--- src/rtl/dma_spi_engine.sv ---
// Byte-wide SPI mode-0 master shared by the DMA channel and the CPU data port.
// DMA requests win arbitration in IDLE; CPU bytes wait in a one-deep pending slot.
module dma_spi_engine #(
  parameter int DIV_W = 4
) (
  input  logic             clk,
  input  logic             rst,
  input  logic [DIV_W-1:0] div,
  input  logic             cpu_wr,
  input  logic [7:0]       cpu_din,
  input  logic             cpu_rd,
  output logic [7:0]       cpu_dout,
  output logic             busy,
  input  logic             spi_req,
  input  logic [7:0]       spi_wrdata,
  output logic [7:0]       spi_rddata,
  output logic             spi_stb,
  output logic             sck,
  output logic             mosi,
  input  logic             miso
);
  localparam logic [1:0] IDLE  = 2'd0;
  localparam logic [1:0] SHIFT = 2'd1;
  localparam logic [1:0] DONE  = 2'd2;

  logic [1:0]       state;
  logic [7:0]       tx;
  logic [7:0]       rx;
  logic [DIV_W-1:0] div_r;
  logic [DIV_W-1:0] hctr;
  logic [3:0]       ecnt;
  logic             src_dma;
  logic             pend_v;
  logic [7:0]       pend_d;
  logic             start_dma;
  logic             start_cpu;

  assign start_dma = (state == IDLE) && spi_req;
  assign start_cpu = (state == IDLE) && !spi_req && pend_v;
  assign busy      = (state != IDLE) || pend_v;

  always_ff @(posedge clk) begin
    if (rst) begin
      state      <= IDLE;
      tx         <= 8'hFF;
      rx         <= 8'h00;
      div_r      <= '0;
      hctr       <= '0;
      ecnt       <= 4'd0;
      src_dma    <= 1'b0;
      pend_v     <= 1'b0;
      pend_d     <= 8'hFF;
      sck        <= 1'b0;
      mosi       <= 1'b1;
      spi_stb    <= 1'b0;
      spi_rddata <= 8'hFF;
      cpu_dout   <= 8'hFF;
    end else begin
      spi_stb <= 1'b0;

      // A strobe landing on the consume cycle refills the slot (last wins).
      if (cpu_wr) begin
        pend_v <= 1'b1;
        pend_d <= cpu_din;
      end else if (cpu_rd) begin
        pend_v <= 1'b1;
        pend_d <= 8'hFF;
      end else if (start_cpu) begin
        pend_v <= 1'b0;
      end

      case (state)
        IDLE: begin
          if (start_dma || start_cpu) begin
            tx      <= start_dma ? spi_wrdata : pend_d;
            mosi    <= start_dma ? spi_wrdata[7] : pend_d[7];
            div_r   <= div;
            hctr    <= div;
            ecnt    <= 4'd0;
            sck     <= 1'b0;
            src_dma <= start_dma;
            state   <= SHIFT;
          end
        end
        SHIFT: begin
          if (hctr != '0) begin
            hctr <= hctr - 1'b1;
          end else begin
            hctr <= div_r;
            sck  <= ~sck;
            ecnt <= ecnt + 4'd1;
            if (!ecnt[0]) begin
              rx <= {rx[6:0], miso};
            end else if (ecnt != 4'd15) begin
              tx   <= {tx[6:0], 1'b0};
              mosi <= tx[6];
            end
            // Last falling edge leaves mosi untouched and ends the byte.
            if (ecnt == 4'd15) state <= DONE;
          end
        end
        DONE: begin
          if (src_dma) begin
            spi_rddata <= rx;
            spi_stb    <= 1'b1;
          end else begin
            cpu_dout <= rx;
          end
          state <= IDLE;
        end
        default: state <= IDLE;
      endcase
    end
  end
endmodule

--- config.mk ---
export PLATFORM = sky130hd
export DESIGN_NAME = dma_spi_engine
export DESIGN_NICKNAME = d
export VERILOG_FILES = /design/src/rtl/dma_spi_engine.sv
export SDC_FILE = /design/constraint.sdc
export NUM_CORES = 1
export LEC_CHECK = 0
export BUFFER_PORTS_ARGS = -buffer_cell sky130_fd_sc_hd__buf_4
export CORE_MARGIN = 1
export CORE_UTILIZATION = 49
export DETAILED_ROUTE_END_ITERATION = 16
export PLACE_DENSITY = 0.74
export SLEW_MARGIN = 25
export SYNTH_ARGS = -nofsm -noshare
export SYNTH_HDL_FRONTEND = slang
export SYNTH_SLANG_ARGS = --single-unit
--- constraint.sdc ---
create_clock -name clk -period 1.8 [get_ports clk]
set_input_delay 0.18 -clock clk [delete_from_list [all_inputs] [get_ports clk]]
set_output_delay 0.18 -clock clk [all_outputs]
set_load 0.01 [all_outputs]
Yosys cells after proc, flatten, opt, wreduce, memory -nomap -nowiden
Cells that the tools add are included.

word-level totals
  register bits after elaboration = 58
  input bits = 26
  output and inout port bits = 20
  word-level logic and storage cells = 82

cells by class
  $add $sub $neg = 2
  equality and inequality tests = 9
  multiplexer cells = 31
  bitwise operators = 5
  reductions and logical operators = 21

operator list
  operator                                           number
  two-way mux 7 bit                                  5
  two-way mux 4 bit                                  4
  two-way mux 8 bit                                  2
  case mux 4 bit (2 select lines)                    2
  case mux 7 bit (2 select lines)                    1
  two-way mux 1 bit                                  11
  AND reduction 3 bit                                3
  inequality test 2 bit (second input constant)      4
  AND reduction 2 bit                                4
  two-way mux 2 bit                                  3
  nonzero test 2 bit                                 3
  inverter 1 bit                                     5
  AND reduction 5 bit                                1
  adder 4 x 1 -> 4 bit (second input constant)       1
  == test 4 bit (second input constant)              1
  inequality test 4 bit (second input constant)      1
  case mux 1 bit (2 select lines)                    2
  case mux 2 bit (2 select lines)                    1
  nonzero test 4 bit                                 1
  subtractor 4 x 1 -> 4 bit (second input constant)  1
  logical AND 1 bit                                  3
  nonzero test 3 bit                                 1
  == test 2 x 1 -> 1 bit (second input constant)     1
  == test 2 bit (second input constant)              1
  5 further kinds                                    6

Logic depth before layout (Yosys ltp)
Gate-level depths: netlist (run 1).

  depth in word-level cells = 6
  gate-level depth with buffers = 8
  depth with buffers taken out = 6

Least setup slack after synthesis (run 1)
Ideal clock, no wire load.

  path kind = reg2reg
  start = reg hctr[0]
  end = reg rx[0]
  library setup time = 128 ps
  data arrival time = 1,684 ps
  data required time = 1,672 ps
  slack = -12 ps
  stages on the path, launching flop included = 9
  path buffers = 2
  period minus slack after synthesis = 1,812 ps
  path through = dfxtp_1 inv_1 ha_1 or3b_1 buf_2 or3_1 buf_6 mux2i_1 nor2_1

between the ends
  word-level cells in the longest chain between the ends = 3

ends and longest elaborated chain
  what                           line  text
  start: declaration             30    logic [DIV_W-1:0] hctr;
  start signal: assignment       78    hctr <= div;
  start signal: assignment       87    hctr <= hctr - 1'b1;
  start signal: assignment       89    hctr <= div_r;
  nonzero test 4 bit             86    if (hctr != '0) begin
  inverter 1 bit (no line)       -
  AND reduction 3 bit (no line)  -
  end signal: assignment         93    rx <= {rx[6:0], miso};
  end: declaration               28    logic [7:0] rx;

Every way passes these cells.
A chain may end at the register's enable or synchronous reset.

Worst setup path in the final report (run 1)
  start = reg hctr[1]
  end = reg hctr[0]

between the ends
  word-level cells in the longest chain between the ends = 3

ends and longest elaborated chain
  what                             line  text
  nonzero test 4 bit               86
  two-way mux 4 bit                86
  case mux 4 bit (2 select lines)  72    case (state)

Every way passes these cells.

==> run summary, run 1 <==
Compared with the post-synthesis result, the final layout area differs by 27.6%. The count of final max-slew check failures came out at 0. The run gives 2038 as the number of global-route vias before repair. The area fraction of the dominant cell type after synthesis is 0.462, and the area of the placeable core is 4820 um^2. Gate count after technology mapping: 286.

STA classifies the critical path endpoint as a register. Among all stages on the critical path, the largest delay is contributed by sky130_fd_sc_hd__a2111oi_1. STA puts the critical path data required time at 2.00 ns. After layout, the minimum clock period comes to 1.74 ns. The first routing iteration left 147 violations. The worst setup path is launched from a register. The antenna cell count came out at 0. The multi-input combinational cells in the finished layout cover a total of 1280 um^2. Of all nets on the critical path, the largest fanout is 7. The post-route clock period utilization is 0.965.

The number of antenna violations at the first check in global routing is 0. Among cell families on the critical path, the largest total delay comes from compound AO/OA/AOI/OAI gates. The power per cell area was 965 nW/um^2.

The congestion estimate from routability-driven global placement came to 0.808. The global-route wire length before repair was 9.09 mm; the utilization after layout was 0.666. sky130_fd_sc_hd__dfxtp_1 takes more of the synthesized area than any other cell. Total die area: 5420 um^2. The HPWL after detailed placement is 3.65 mm. The worst hold path belongs to the class primary input to register. Including well taps, the total number of placed cells is 393.

The post-CTS setup buffer count came out at 0. Entering global routing, the biggest net connects 67 pins. Across the VDD grid, the largest voltage drop is 0.650 mV. Leaving out filler cells and counting taps, the final layout contains 408.

The minimum hold slack was 0.0850 ns; the actual transition at the worst max-transition pin was 0.851 ns. The biggest cell delay along the critical path was 0.41 ns; the number of synthesized register bits was 58. The relative max-transition margin came out at 0.428.

The initialized floorplan defines 25 standard-cell rows. For this design the static power due to leakage is 1.36 nW. Data on the critical path arrives at its endpoint at 1.94 ns. The final antenna-violating net count came out at 0. The fraction of layout instances using a drive strength above 1 was 0.240; the DRC violation count after routing was 0.

The sequential share of the synthesized area was 0.462; the number of max-capacitance violations reported was 0. For this run, the top clock speed supported by timing is 576 MHz. For the hold violation total from the final report, the log shows 0.

The average instance in the mapped netlist occupies 8.79 um^2. In this run the number of H-tree levels came out at 3. By count the netlist is led by sky130_fd_sc_hd__dfxtp_1, sky130_fd_sc_hd__nand2_1, sky130_fd_sc_hd__nor2_1. The run gives 314 as the net count after synthesis.

The total overflow reported by the global router is 0. The critical path is of the register to register type. The layout has 436 filler cells. The clock-pin transition on the worst setup and hold timing paths came out at 0.06 ns. Across the routed clock network, the largest skew measured is 0.00581 ns. The sum of buffers and inverters on the critical path works out to 2. The number of top-level design ports was 46; the via count normalized by instance count was 5.30. The total routing resource utilization after global routing was 0.222; the initial core utilization was 0.522. Sum of internal, switching and leakage power: 3.10 mW. For the routed wire length, the log shows 5.45 mm. The run finished with clean final reports. The floorplan step set the die height to 73.6 um. The share of synthesized flip-flops with an asynchronous set or reset was 0; the number of warnings issued by yosys was 0. Clock latency on the worst-skew pair, taken at its later pin, is 0.33 ns. Summing all placed instances gives a cell area of 2980 um^2.

The synthesized netlist contains 41 unique library cells. The count of buffers from port buffering is 45, and the final instance area is 3210 um^2. The most frequent cell after synthesis is sky130_fd_sc_hd__dfxtp_1. The mapped netlist covers 2510 um^2. After detailed routing, the average wire length per cell comes to 13.4 um. The root buffer cell chosen for the clock tree is sky130_fd_sc_hd__clkbuf_8. The final setup violation count is 0.

TritonCTS built the clock tree. Sorting the synthesized cells by area gives the leading types as sky130_fd_sc_hd__dfxtp_1, sky130_fd_sc_hd__mux2i_1, sky130_fd_sc_hd__nand2_1. Walking the worst path, the cells encountered are inv_2, ha_4, or3b_4, buf_4, nand2_1, o21ai_0, a2111oi_1. The run gives 4 as the number of iterations in the first detailed-routing pass. The number of clock buffers added by TritonCTS is 9. The tools report the final net count as 364. For the number of sinks on the clock net, the log shows 58. In this run the deepest clock path goes through 2 buffers.

Measured along the x axis, the die boundary spans 73.6 um. The sequential cells in the finished layout cover a total of 1160 um^2. Setup repair after global routing left no endpoint under its margin.

For the routed via count, the log shows 2161. The number of flops mapped to enable cells by yosys was 0. In the synthesized netlist the dominant register cell turns out to be sky130_fd_sc_hd__dfxtp_1.
==> stage by stage <==
stage | setup TNS, ns | setup WS (ns)
floorplan | 0 | 0.00542
global placement | 0 | 0.0382
detailed placement | -0.00102 | -0.00102
CTS | 0 | 0.00795
global route | 0 | 0.00339
finish | 0 | 0.0635
==> metal layers <==
| metal | up-vias | routed length, um | track usage | part of all wire |
|---|---|---|---|---|
| li1 | 1102 | - | - | - |
| met1 | 998 | 2620 | 0.282 | 0.48 |
| met2 | 51 | 2470 | 0.343 | 0.45 |
| met3 | 10 | 263 | 0.0658 | 0.048 |
| met4 | 0 | 104 | 0.111 | 0.019 |
| met5 | - | 0 | 0 | 0 |
==> final cells by class <==
cell class,count,area share
inverters,5,0.00585
multi-input cells,205,0.400
well taps,67,0.0261
repair buffers,57,0.137
flip-flops and latches,58,0.363
clock inverters,5,0.0242
clock buffers,11,0.0441
==> worst min-delay path: cells and delay by family <==
| kind | cells | cell delay, ns |
|---|---|---|
| buffers and inverters | 1 | 0.08 |
| and+or+nand+nor | 1 | 0.08 |
| muxes | 1 | 0.05 |
==> worst paths after layout <==
path             from        to  slack (ns)  cells past startpoint
max           hctr[1]   hctr[0]        0.06                      7
min              miso     rx[0]        0.09                      3
max reg2reg   hctr[1]   hctr[0]        0.06                      7
min reg2reg  div_r[2]  div_r[2]        0.47                      2
==> layout by cell type (no fill, tap or decap), types with 2 or more instances in the layout <==
master / count
sky130_fd_sc_hd__inv_2: 2
sky130_fd_sc_hd__a21oi_1: 18
sky130_fd_sc_hd__dfxtp_2: 2
sky130_fd_sc_hd__nor2b_1: 17
sky130_fd_sc_hd__nand3_1: 7
sky130_fd_sc_hd__a22oi_1: 8
sky130_fd_sc_hd__nor2_1: 28
sky130_fd_sc_hd__inv_1: 3
sky130_fd_sc_hd__o211ai_1: 3
sky130_fd_sc_hd__bufinv_16: 2
sky130_fd_sc_hd__buf_4: 56
sky130_fd_sc_hd__a211o_1: 8
sky130_fd_sc_hd__nand2_1: 30
sky130_fd_sc_hd__clkbuf_8: 10
sky130_fd_sc_hd__o21ai_0: 3
sky130_fd_sc_hd__nor3_1: 16
sky130_fd_sc_hd__nor3b_2: 2
sky130_fd_sc_hd__o21a_1: 8
sky130_fd_sc_hd__nand3b_1: 8
sky130_fd_sc_hd__mux2i_1: 16
sky130_fd_sc_hd__dfxtp_1: 56
sky130_fd_sc_hd__clkinv_2: 2
sky130_fd_sc_hd__nand2b_1: 2
sky130_fd_sc_hd__or3_1: 2
sky130_fd_sc_hd__o21bai_1: 9
==> registers in the layout, indices dropped and copies added (netlist names), 2 cells and up <==
register and flops:
hctr 4, div_r 4, tx 7, state 2
spi_rddata 8, rx 8, ecnt 4, pend_d 8
cpu_dout 8
==> cell families (layout without fill, tap and decap cells) <==
family                     count (synthesis)  in the layout  share of synthesized area
and+or+nand+nor                          118            118                      0.234
AOI/OAI and AO/OA                         67             67                      0.185
DFF                                       58             58                      0.462
buffers and inverters                     23             78                     0.0383
muxes                                     16             16                     0.0637
adders and majority gates                  2              2                    0.00995
xor gates and xnor gates                   2              2                    0.00697
==> power breakdown <==
part / switching [mW] / internal [mW] / total [mW]
clock network: 0.491 / 0.812 / 1.30
registers: 0.0445 / 1.34 / 1.39
logic: 0.197 / 0.212 / 0.409
total: 0.732 / 2.36 / 3.10
==> repair_timing <==
action | in CTS | in global routing
resized for setup | 3 | 2
setup endpoints to repair | 8 | 10
hold buffers | 0 | 0
pin swaps | 0 | 1
(Power assumes the default switching activity.)
==> run 2, diff against run 1 <==
clock period = 1.4 ns   (was 1.8 ns; I/O delays follow)
==> run summary, run 2 (synthesized netlist as in run 1, its figures left out) <==
For the number of iterations in the first detailed-routing pass, the log shows 4 (unchanged). The final reports fail on negative setup slack. The path class of the lowest-slack min-delay path was primary input to register (unchanged).

The CTS buffer count is 9 (unchanged), and the routed wire length is 6.24 mm (was 5.45 mm). The flow ran to the end, but the final reports show violations. The final net count is 389 (was 364), and the clock network fraction of design power is 0.373 (was 0.421). The tools report the hold-fix buffer count after cts as 0 (unchanged). The clock-pin transition on the worst setup and hold timing paths is 0.06 ns (about the same). The tools report the cell-internal power as 2.88 mW (was 2.36 mW). The endpoint class of the critical path is a register (unchanged). Average wire length per cell after detail routing: 14.4 um (was 13.4 um). The number of sinks on the clock net is 58 (unchanged).

The cell row count is 25 (unchanged), and the storage element area is 1170 um^2 (was 1160 um^2). The tools report the leakage power as 1.54 nW (was 1.36 nW). The run gives 117 (was 147) as the number of DRC violations after detailed-routing iteration 0. The switching fraction of total power is 0.258 (was 0.237), and the half-perimeter wire length after placement is 3.98 mm (was 3.65 mm).

Antenna cell count: 0 (unchanged). The run gives 0.522 (unchanged) as the initial core utilization. TritonCTS built the clock tree.

The number of cells after detailed placement is 409 (was 393). The final antenna-violating net count was 0 (unchanged); the maximum fanout encountered on the critical timing path was 4 (was 7). The tools report the launching point of the worst reg2reg path as hctr[0] (was hctr[1]). The shortest clock period the worst path allows after layout was 1.77 ns (was 1.74 ns); the worst-case register-to-register setup slack was -0.37 ns (was 0.06 ns).

The logs give 3 (unchanged) for the depth of the CTS H-tree and -0.368 ns (was 0.0635 ns) for the setup slack after layout. The run gives 0.456 (was 0.447) as the sequential share of power. Post-synthesis to final-layout area growth: 40.6% (was 27.6%). The number of antenna violations at the first check in global routing came out at 0 (unchanged). The area of the placeable core was 4820 um^2 (unchanged). The tools report the final cell count without fillers as 433 (was 408).

The tools report the sum of internal, switching and leakage power as 3.88 mW (was 3.10 mW). Kind of critical path: register to register (unchanged). The post-route clock period utilization is 1.26 (was 0.965).

The height of the die was 73.6 um (unchanged); the power per cell area was 1100 nW/um^2 (was 965 nW/um^2). Leading cell type in the layout, fill and taps excluded: sky130_fd_sc_hd__buf_4. The die outline width is 73.6 um (unchanged). The final clock skew was 0.00597 ns (was 0.00581 ns); the count of final max-slew check failures was 0 (unchanged). Global-route wire length before repair: 9.80 mm (was 9.09 mm). The logs give 2 (unchanged) for the maximum count of clock buffers along a single path and 0.747 mV (was 0.650 mV) for the peak supply drop. The number of top-level design ports was 46 (unchanged); the count of buffers from port buffering was 45 (unchanged). The depth of the worst register-to-register path was 7 (unchanged). The final setup violation count was 26 (was 0). The reported net switching power is 1.00 mW (was 0.732 mW), and the pin count of the biggest net entering global routing is 56 (was 67). The arrival time of the worst setup path was 1.97 ns (was 1.94 ns); the minimum hold slack was 0.0520 ns (was 0.0850 ns). For the total die area, the log shows 5420 um^2 (unchanged). The global placement routability congestion is 0.829 (was 0.808). The run gives 0.240 (was 0.222) as the total routing resource utilization after global routing. For the hold violation total from the final report, the log shows 0 (unchanged). The capturing instance or port of the critical path was rx[7] (was hctr[0]). The sort of element at the start of the critical path is a register (unchanged). The launch point of the critical path was hctr[0] (was hctr[1]). The actual transition at the worst max-transition pin is 0.521 ns (was 0.851 ns).

Number of filler instances in the final layout: 398 (was 436). For the DRC violation count after routing, the log shows 0 (unchanged). The required arrival time at the worst endpoint was 1.60 ns (was 2.00 ns). The combinational group share of total power came out at 0.171 (was 0.132). The fraction of layout instances using a drive strength above 1 was 0.342 (was 0.240).

The tools report the clock network latency to the later pin of the worst-skew pair as 0.33 ns (about the same). The total overflow reported by the global router was 0 (unchanged); the highest achievable clock rate was 566 MHz (was 576 MHz). The tools report the number of max-capacitance violations reported as 0 (unchanged). Top library cells by usage in the layout, fill and taps aside: sky130_fd_sc_hd__buf_4, sky130_fd_sc_hd__dfxtp_1, sky130_fd_sc_hd__nand2_1 (was sky130_fd_sc_hd__dfxtp_1, sky130_fd_sc_hd__buf_4, sky130_fd_sc_hd__nand2_1). The run gives 0.653 (was 0.428) as the relative max-transition margin.

The via count normalized by instance count is 5.37 (was 5.30), and the utilization after layout is 0.734 (was 0.666). The area of the multi-input gates came out at 1380 um^2 (was 1280 um^2). End of the worst register-to-register path: rx[7] (was hctr[0]).

The library cell used as clock root buffer was sky130_fd_sc_hd__clkbuf_8 (unchanged). Routed via count: 2327 (was 2161). Setup repair after global routing could not meet its margin everywhere.

Number of global-route vias before repair: 2190 (was 2038).
==> run 2: changes by cell type in the layout (fill, tap and decap cells not counted), sizes merged <==
cell    delta
buf       +24
bufinv     -1
clkinv     +2
==> run 2: what timing repair did <==
| action | 4_1_cts | 5_1_grt |
|---|---|---|
| buffers inserted | 4 | 3 |
| resized for setup | 18 | 16 |
| pin swaps | 6 | 9 |
| cloned | 1 | 1 |
| setup endpoints to repair | 23 | 45 |
==> run 2: per-stage QoR <==
step | TNS (ns) | setup slack (ns) | cell area (um^2)
floorplan | -3.93 | -0.394 | 2560
global placement | -3.82 | -0.351 | 3150
detailed placement | -4.96 | -0.418 | 3150
CTS | -4.73 | -0.350 | 3440
global route | -6.68 | -0.412 | 3540
finish | -5.10 | -0.368 | 3540
==> run 2: critical path, stage by stage (launching register included) <==
cell,delay [ns]
sky130_fd_sc_hd__dfxtp_2,0.32
sky130_fd_sc_hd__inv_2,0.06
sky130_fd_sc_hd__ha_4,0.12
sky130_fd_sc_hd__or3b_4,0.38
sky130_fd_sc_hd__or3_4,0.34
sky130_fd_sc_hd__buf_2,0.17
sky130_fd_sc_hd__mux2i_1,0.18
sky130_fd_sc_hd__nor2_1,0.06
==> run 2: power groups by stage <==
stage	Sequential (mW)	Clock [mW]	Combinational, mW
2_1_floorplan	1.80	0	0.351
3_3_place_gp	1.81	0	0.575
3_5_place_dp	1.81	0	0.587
4_1_cts	1.77	1.48	0.643
5_1_grt	1.78	1.57	0.721
6_report	1.77	1.45	0.665
==> run 2: how the worst min path moves through the flow <==
stage	startpoint	end	slack, ns	cells after the start
after floorplan	div[0]	div_r[0]	0.28	2
after global placement	miso	rx[0]	0.37	3
after detailed placement	miso	rx[0]	0.39	3
after CTS	miso	rx[0]	0.04	3
after global routing	miso	rx[0]	0.05	3
final	miso	rx[0]	0.05	3
==> run 2: routing by layer <==
metal  up-vias  GRT usage  routed length (um)
li1       1165          -                   -
met1      1103      0.299                2850
met2        48      0.397                3050
met3        11     0.0521                 226
met4         0      0.107                 115
met5         -          0                   0
==> run 2: cell type report <==
type / count / area share
repair buffers: 82 / 0.197
flip-flops and latches: 58 / 0.331
clock buffers: 10 / 0.0361
inverters: 5 / 0.00531
well taps: 67 / 0.0237
multi-input cells: 205 / 0.390
clock inverters: 6 / 0.0163
